===== src/rtl/coin_pkg.sv =====
// Shared types and widths for the coin pulse conditioner.
package coin_pkg;

  localparam int unsigned DebounceWidth = 8;
  localparam int unsigned GapWidth      = 8;
  localparam int unsigned TallyWidth    = 8;

  typedef enum logic [1:0] {
    StIdle  = 2'd0,
    StEmitD = 2'd1,
    StEmitN = 2'd2,
    StGap   = 2'd3
  } arb_state_e;

  // Dime wins over nickel; nothing pending means stay idle.
  function automatic arb_state_e arbitrate(input logic pend_dime, input logic pend_nickel);
    if (pend_dime) begin
      return StEmitD;
    end else if (pend_nickel) begin
      return StEmitN;
    end
    return StIdle;
  endfunction

  // Increment that sticks at all-ones.
  function automatic logic [TallyWidth-1:0] sat_inc(input logic [TallyWidth-1:0] v);
    return (v == '1) ? v : v + 1'b1;
  endfunction

endpackage


===== src/rtl/coin_debounce.sv =====
// One sensor channel: two-flop synchronizer, debounce counter and rising-edge detect.
module coin_debounce
  import coin_pkg::*;
#(
  parameter int unsigned DEBOUNCE_CYCLES = 4
) (
  input  logic clk,
  input  logic rst_n,
  input  logic raw,
  output logic rise
);

  logic                     sync1_q, sync2_q;
  logic                     level_q, level_d, level_prev_q;
  logic [DebounceWidth-1:0] cnt_q, cnt_d, cnt_inc;

  // Synchronize the asynchronous sensor level.
  always_ff @(posedge clk or negedge rst_n) begin
    if (!rst_n) begin
      sync1_q <= 1'b0;
      sync2_q <= 1'b0;
    end else begin
      sync1_q <= raw;
      sync2_q <= sync1_q;
    end
  end

  // Count consecutive samples that disagree with the debounced level; adopt the sample once
  // enough have been seen, and restart whenever the sample agrees again.
  always_comb begin
    cnt_inc = cnt_q + 1'b1;
    level_d = level_q;
    cnt_d   = '0;
    if (sync2_q != level_q) begin
      if (cnt_inc == DebounceWidth'(DEBOUNCE_CYCLES)) begin
        level_d = sync2_q;
      end else begin
        cnt_d = cnt_inc;
      end
    end
  end

  // Debounce state and delayed level for edge detection.
  always_ff @(posedge clk or negedge rst_n) begin
    if (!rst_n) begin
      cnt_q        <= '0;
      level_q      <= 1'b0;
      level_prev_q <= 1'b0;
    end else begin
      cnt_q        <= cnt_d;
      level_q      <= level_d;
      level_prev_q <= level_q;
    end
  end

  assign rise = level_q & ~level_prev_q;

endmodule


===== src/rtl/coin_pulse_conditioner.sv =====
// Coin pulse conditioner: debounces dime/nickel sensors and emits spaced one-cycle pulses.
// Optional feature: define COIN_TALLY_EN to add saturating DimeCount/NickelCount outputs.
module coin_pulse_conditioner
  import coin_pkg::*;
#(
  parameter int unsigned DEBOUNCE_CYCLES = 4,
  parameter int unsigned GAP_CYCLES      = 2
) (
  input  logic Clock,
  input  logic Resetn,
  input  logic DimeRaw,
  input  logic NickelRaw,
  output logic D,
  output logic N,
  output logic Busy,
  output logic Overrun
`ifdef COIN_TALLY_EN
  ,
  output logic [TallyWidth-1:0] DimeCount,
  output logic [TallyWidth-1:0] NickelCount
`endif
);

  logic                dime_rise, nickel_rise;
  logic                pend_dime_q, pend_dime_d, pend_nickel_q, pend_nickel_d;
  logic                clr_dime, clr_nickel;
  logic                overrun_q, overrun_d;
  arb_state_e          state_q, state_d;
  logic [GapWidth-1:0] gap_cnt_q, gap_cnt_d;

  coin_debounce #(
    .DEBOUNCE_CYCLES(DEBOUNCE_CYCLES)
  ) u_dime (
    .clk  (Clock),
    .rst_n(Resetn),
    .raw  (DimeRaw),
    .rise (dime_rise)
  );

  coin_debounce #(
    .DEBOUNCE_CYCLES(DEBOUNCE_CYCLES)
  ) u_nickel (
    .clk  (Clock),
    .rst_n(Resetn),
    .raw  (NickelRaw),
    .rise (nickel_rise)
  );

  // Arbiter next state and pulse outputs; the last gap cycle arbitrates directly so a waiting
  // coin follows GAP_CYCLES after the previous pulse.
  always_comb begin
    state_d    = state_q;
    gap_cnt_d  = gap_cnt_q;
    clr_dime   = 1'b0;
    clr_nickel = 1'b0;
    D          = 1'b0;
    N          = 1'b0;
    unique case (state_q)
      StIdle: begin
        state_d = arbitrate(pend_dime_q, pend_nickel_q);
      end
      StEmitD: begin
        D         = 1'b1;
        clr_dime  = 1'b1;
        gap_cnt_d = '0;
        state_d   = StGap;
      end
      StEmitN: begin
        N          = 1'b1;
        clr_nickel = 1'b1;
        gap_cnt_d  = '0;
        state_d    = StGap;
      end
      StGap: begin
        if (gap_cnt_q == GapWidth'(GAP_CYCLES - 1)) begin
          gap_cnt_d = '0;
          state_d   = arbitrate(pend_dime_q, pend_nickel_q);
        end else begin
          gap_cnt_d = gap_cnt_q + 1'b1;
        end
      end
      default: state_d = StIdle;
    endcase
  end

  // Pending flags: a new edge wins over a same-cycle clear; an edge onto an uncleared flag
  // is dropped and recorded in the sticky overrun flag.
  always_comb begin
    pend_dime_d   = pend_dime_q;
    pend_nickel_d = pend_nickel_q;
    overrun_d     = overrun_q;
    if (dime_rise) begin
      if (pend_dime_q && !clr_dime) overrun_d = 1'b1;
      pend_dime_d = 1'b1;
    end else if (clr_dime) begin
      pend_dime_d = 1'b0;
    end
    if (nickel_rise) begin
      if (pend_nickel_q && !clr_nickel) overrun_d = 1'b1;
      pend_nickel_d = 1'b1;
    end else if (clr_nickel) begin
      pend_nickel_d = 1'b0;
    end
  end

  // Arbiter and pending state registers.
  always_ff @(posedge Clock or negedge Resetn) begin
    if (!Resetn) begin
      state_q       <= StIdle;
      gap_cnt_q     <= '0;
      pend_dime_q   <= 1'b0;
      pend_nickel_q <= 1'b0;
      overrun_q     <= 1'b0;
    end else begin
      state_q       <= state_d;
      gap_cnt_q     <= gap_cnt_d;
      pend_dime_q   <= pend_dime_d;
      pend_nickel_q <= pend_nickel_d;
      overrun_q     <= overrun_d;
    end
  end

  assign Busy    = (state_q != StIdle) | pend_dime_q | pend_nickel_q;
  assign Overrun = overrun_q;

`ifdef COIN_TALLY_EN
  logic [TallyWidth-1:0] dime_cnt_q, nickel_cnt_q;

  // Saturating tallies of emitted pulses.
  always_ff @(posedge Clock or negedge Resetn) begin
    if (!Resetn) begin
      dime_cnt_q   <= '0;
      nickel_cnt_q <= '0;
    end else begin
      if (state_q == StEmitD) dime_cnt_q <= sat_inc(dime_cnt_q);
      if (state_q == StEmitN) nickel_cnt_q <= sat_inc(nickel_cnt_q);
    end
  end

  assign DimeCount   = dime_cnt_q;
  assign NickelCount = nickel_cnt_q;
`endif

endmodule


===== config.mk =====
export PLATFORM = sky130hd
export DESIGN_NAME = coin_pulse_conditioner
export DESIGN_NICKNAME = d
export VERILOG_FILES = /design/src/rtl/coin_pkg.sv /design/src/rtl/coin_debounce.sv /design/src/rtl/coin_pulse_conditioner.sv
export SDC_FILE = /design/constraint.sdc
export NUM_CORES = 1
export LEC_CHECK = 0
export CAP_MARGIN = 20
export CORE_ASPECT_RATIO = 2
export CORE_UTILIZATION = 45
export DETAILED_ROUTE_END_ITERATION = 7
export GPL_TIMING_DRIVEN = 1
export HOLD_SLACK_MARGIN = 0.03
export PLACE_DENSITY = 0.74
export SLEW_MARGIN = 20
export SYNTH_ARGS = -nofsm -noshare
export SYNTH_HDL_FRONTEND = slang
export SYNTH_SLANG_ARGS = --single-unit

===== constraint.sdc =====
create_clock -name Clock -period 2.8 [get_ports Clock]
set_clock_uncertainty 0.15 [all_clocks]
set_input_delay 0.28 -clock Clock [delete_from_list [all_inputs] [get_ports Clock]]
set_output_delay 0.28 -clock Clock [all_outputs]
set_load 0.02 [all_outputs]

* Word level (Yosys, flattened, before mapping) *
Index checks and enable logic that the tools add are counted.

word-level totals
  word-level logic and storage cells = 72
  RAM bits = 0
  register bits after elaboration = 37
  memories kept = 0
  output and inout port bits = 4
  bits in latches = 0
  input bits = 4
  bits in read-only memories = 0

cells by class
  reductions and logical operators = 12
  mux-type cells = 27
  add/subtract/negate cells = 3
  shift operators = 0
  multiply operators = 0
  equal/unequal tests = 9
  div/mod/pow operators = 0
  bitwise operators = 6
  $lt $le $gt $ge = 0

operator list
  kind                 count
  $mux 8               5
  $add 8x1->8 const B  3
  $eq 8x3->1 const B   2
  $pmux 8 s2           1
  $mux 1               15
  $mux 2               5
  $eq 8x1->1 const B   1
  $reduce_bool 2->1    4
  $pmux 2 s3           1
  $eq 2x2->1 const B   2
  $reduce_and 2->1     2
  $and 1x1->1          2
  $eq 2x1->1 const B   1
  $logic_and 1x1->1    2
  $logic_not 1->1      2
  $logic_not 2->1      1
  $ne 1x1->1           2
  $ne 2x2->1 const B   1
  $not 1->1            2
  $or 1x1->1           2
  $reduce_or 2->1      1

* Longest topological paths before layout *
  word-level depth = 8
  mapped depth = 7
  mapped depth without buffers = 7

* Hierarchy *
A second synthesis with hierarchy kept.

unflattened totals
  cell total of the unflattened synthesis = 174
  area total of the unflattened synthesis = 1883.1 µm²

by module, submodules not included
  module                  cells an instance  area an instance (µm²)  instances
  coin_debounce           53                 593.1                   2
  coin_pulse_conditioner  68                 696.9                   1

* Least setup slack after synthesis *
OpenSTA, ideal clock, no wires.

  kind = reg2reg
  from = register gap_cnt_q[1]
  to = register gap_cnt_q[0]
  arrival time = 1.675 ns
  path slack = 0.844 ns
  cell stages (with the launch flop) = 7
  required time = 2.520 ns
  path through = dfrtp_1 inv_1 ha_1 or4b_4 o41ai_4 or2_2 o21ai_0

on the way
  word-level cells in the longest chain between the ends = 3

ends and longest elaborated chain
  item                      line                           text
  start: declaration        coin_pulse_conditioner.sv:29   logic [GapWidth-1:0] gap_cnt_q, gap_cnt_d;
  start signal: assignment  coin_pulse_conditioner.sv:116  gap_cnt_q <= gap_cnt_d;
  $eq 8x1->1                coin_pulse_conditioner.sv:75   if (gap_cnt_q == GapWidth'(GAP_CYCLES - 1)) begin
  $mux 8                    coin_pulse_conditioner.sv:75
  $pmux 8 s2                coin_pulse_conditioner.sv:58   unique case (state_q)

Every way passes these cells.
A chain may end at the register's enable or synchronous reset.

* Worst setup path after layout *
  from = register state_q[1]
  to = output Busy

on the way
  word-level cells in the longest chain between the ends = 3

ends and longest elaborated chain
  item                      line                           text
  start: declaration        coin_pulse_conditioner.sv:28   arb_state_e state_q, state_d;
  start signal: assignment  coin_pulse_conditioner.sv:109  state_q <= StIdle;
  start signal: assignment  coin_pulse_conditioner.sv:115  state_q <= state_d;
  $reduce_bool 2->1         coin_pulse_conditioner.sv:123  assign Busy = (state_q != StIdle) | pend_dime_q | pend_nickel_q;
  $or 1x1->1 (2 in series)  coin_pulse_conditioner.sv:123
  end: declaration          coin_pulse_conditioner.sv:15   output logic Busy,

Every way passes these cells.

==> summary.txt <==
Worst setup path
  • Reg2reg path depth: 6
  • CP max-delay cell: clkdlybuf4s50_1
  • Delay-heaviest family, CP: buffers and inverters
  • Critical path arrival: 1.81 ns
  • Worst endpoint required time: 2.37 ns
  • Critical path's largest stage delay: 0.54 ns
  • CP Class: register to primary output
  • CP Buf/Inv Count: 2
  • CP Depth: 4
  • Reg2Reg Setup Slack: 0.60 ns
  • Crit Path Max Fanout: 11
  • Startpoint Class: register
  • Worst setup EP type: primary output
  • Crit-path cells: inv_1 > ha_1 > nand2_1 > clkdlybuf4s50_1

STA
  • Measured slew at the worst slew-check pin: 0.7822 ns
  • Setup total negative slack: 0 ns
  • Final hold viol count: 0
  • Slew Limit Headroom: 47.85%
  • Period utilization: 80.09%
  • Count of pins over their slew limit: 0
  • F_max: 445.9 MHz
  • Minimum clock period: 2.243 ns
  • RSZ-0062 raised after global routing: no
  • Final setup viols: 0

Placed design
  • Detailed Place HPWL: 2470 um
  • # port buffers: 7
  • Routability cong.: 0.7423

GRT
  • Met1 Use GR: 16.47%
  • Grt met2 use: 32.29%
  • Initial antenna violation count: 0
  • Global route total overflow: 0
  • GR Util met3: 5.169%
  • Vias in the first global route: 1,366
  • Largest net degree at the start of global routing: 38
  • GRT Max-Usage Layer: met2
  • GRT Overall Usage: 18.08%
  • First-pass GRT wire length: 5582 um

Die
  • Row count: 32
  • DIE AREA: 4256 sq um
  • Width of the die: 46.64 um
  • Starting density of the core: 46.65%
  • Die H: 91.27 um
  • Core box area: 3844 sq um
  • # IOs: 8

Layout
  • Commonest non-fill, non-tap cell in the layout: dfrtp_1
  • Share of layout cells above drive strength 1: 8.152%
  • Area grow syn2layout: 12.91%
  • # fillers: 371
  • Most frequent cells in the layout: dfrtp_1 (37), nor2_1 (23), nand3_1 (14)
  • Nets: 197
  • Final core utilization: 52.67%
  • N_diodes: 0
  • Register area: 925.9 sq um
  • Area of the multi-input gates: 852.1 sq um

Yosys
  • Avg Inst Size Synth: 10.61 sq um
  • Synth Instances: 169
  • Fraction of registers with async set/reset: 100.0%
  • Yosys warnings: 0
  • Syn_nets: 183
  • Sequential cell area fraction in the yosys report: 51.64%
  • Mapped Area: 1793 sq um
  • Number of synthesized flops with an enable pin: 0
  • #FFs+latches synth: 37
  • Post-synth top flop: dfrtp_1
  • Synth cell types: 26

Flow run
  • Max Cap Viol: 0

CTS
  • Clock Pin Slew Worst Setup and Hold Paths: 0.08 ns
  • CTS Sinks: 37
  • Clock root buffer master: clkbuf_8
  • H-tree Lvls: 2
  • Post-CTS Setup Bufs: 0
  • CTS Buf Count: 5
  • Skew-Pair Late Insertion Delay: 0.29 ns
  • Clock tree buffer depth: 2
  • CTS tree: built

Detailed routing
  • Drt via density: 5.409
  • Number of antenna-violating nets in the routed design: 0
  • DR vias: 1,271
  • DR WL/cell: 14.17 um
  • DRC errors left: 0
  • Drt pass-1 iters: 2
  • Final WL: 3330 um
  • DR iter-0 viols: 29

Hold path
  • Hold Crit Class: register to register
  • Worst hold stages: 0

Pwr
  • Maximum vdd drop: 0.0005770 V
  • P per Cell Area: 840.2 nW/um^2
  • Leakage: 0.0008979 uW

Status
  • Outcome: finished clean
-- stage by stage --
step,instance area (sq um),hold slack (ns),cells,setup slack [ns],total power [uW]
after floorplan,1793,-0.1656,169,0.8445,1128
after global placement,1918,0.1859,226,0.7369,1271
after detailed placement,1918,0.1870,226,0.6260,1323
after CTS,2024,0.2061,235,0.5344,1719
after global routing,2024,0.2171,235,0.4391,1816
final,2024,0.2015,235,0.5574,1701
-- timing repair --
action / CTS / global route
gates resized for setup: 0 / 0
hold buffers: 1 / 0
endpoints found under the hold margin: 37 / 0
-- sequential cells by signal, summed over array words and instances, names as in the netlist --
signal                 flops
u_nickel.sync2_q           1
u_nickel.sync1_q           1
u_dime.level_prev_q        1
u_nickel.level_q           1
u_dime.sync2_q             1
Overrun                    1
pend_dime_q                1
pend_nickel_q              1
gap_cnt_q                  8
u_dime.cnt_q               8
u_dime.level_q             1
u_nickel.cnt_q             8
u_dime.sync1_q             1
state_q                    2
u_nickel.level_prev_q      1
-- final cells by class --
cell class | instances | area share [%]
clock inverter | 2 | 0.6799
inverter | 3 | 0.5562
multi-input combinational | 128 | 42.09
clock buffer | 6 | 4.079
sequential | 37 | 45.74
tap | 51 | 3.152
timing repair buffer | 8 | 3.708
-- power by group --
group / leakage (uW) / switching, uW / total (uW) / internal [uW]
registers: 0.000489 / 109 / 753 / 644
logic: 0.000358 / 319 / 561 / 242
clock network: 0.0000512 / 188 / 387 / 199
total: 0.000898 / 615 / 1700 / 1090
-- routing by layer --
layer / part of all wire [%] / vias up
met5: 0 / -
met4: 2.5 / 0
met3: 2.1 / 10
met2: 58 / 15
met1: 37 / 635
li1: - / 611
-- final timing paths --
check	startpoint	end
worst max-delay path	state_q[1]	Busy
worst min-delay path	u_dime.sync1_q	u_dime.sync2_q
worst max register to register	gap_cnt_q[0]	gap_cnt_q[4]
worst min register to register	u_dime.sync1_q	u_dime.sync2_q
max in group asynchronous	Resetn	u_nickel.level_prev_q
min in group asynchronous	Resetn	gap_cnt_q[5]
-- logic make-up (layout without fill, tap and decap cells) --
family                     count (synthesis)  after routing  synth area share [%]
DFF                                       37             37                 51.64
muxes                                      2              2                 1.256
buffers and inverters                      4             19                0.8372
xor gates and xnor gates                  19             19                 9.281
AOI/OAI and AO/OA                         22             22                 8.513
adders and majority gates                 10             10                 6.978
and+or+nand+nor                           75             75                 21.49
-- Yosys cell counts (2+ instances only) --
cell type / count / area share, %
o22ai_1: 2 / 0.70
o21ai_1: 3 / 0.84
o31ai_1: 3 / 1.3
nand4_1: 3 / 1.0
nor2_1: 23 / 4.8
nand2b_1: 9 / 3.1
dfrtp_1: 37 / 52
nor2b_1: 5 / 1.7
xor2_1: 9 / 4.4
nand3_1: 14 / 3.9
nand2_1: 10 / 2.1
a21oi_1: 2 / 0.56
inv_1: 3 / 0.63
a41o_1: 2 / 1.1
and3_1: 6 / 2.1
mux2_2: 2 / 1.3
o21ai_0: 9 / 2.5
ha_1: 10 / 7.0
xnor2_1: 10 / 4.9
No activity file was read; power rests on OpenSTA's default activity.
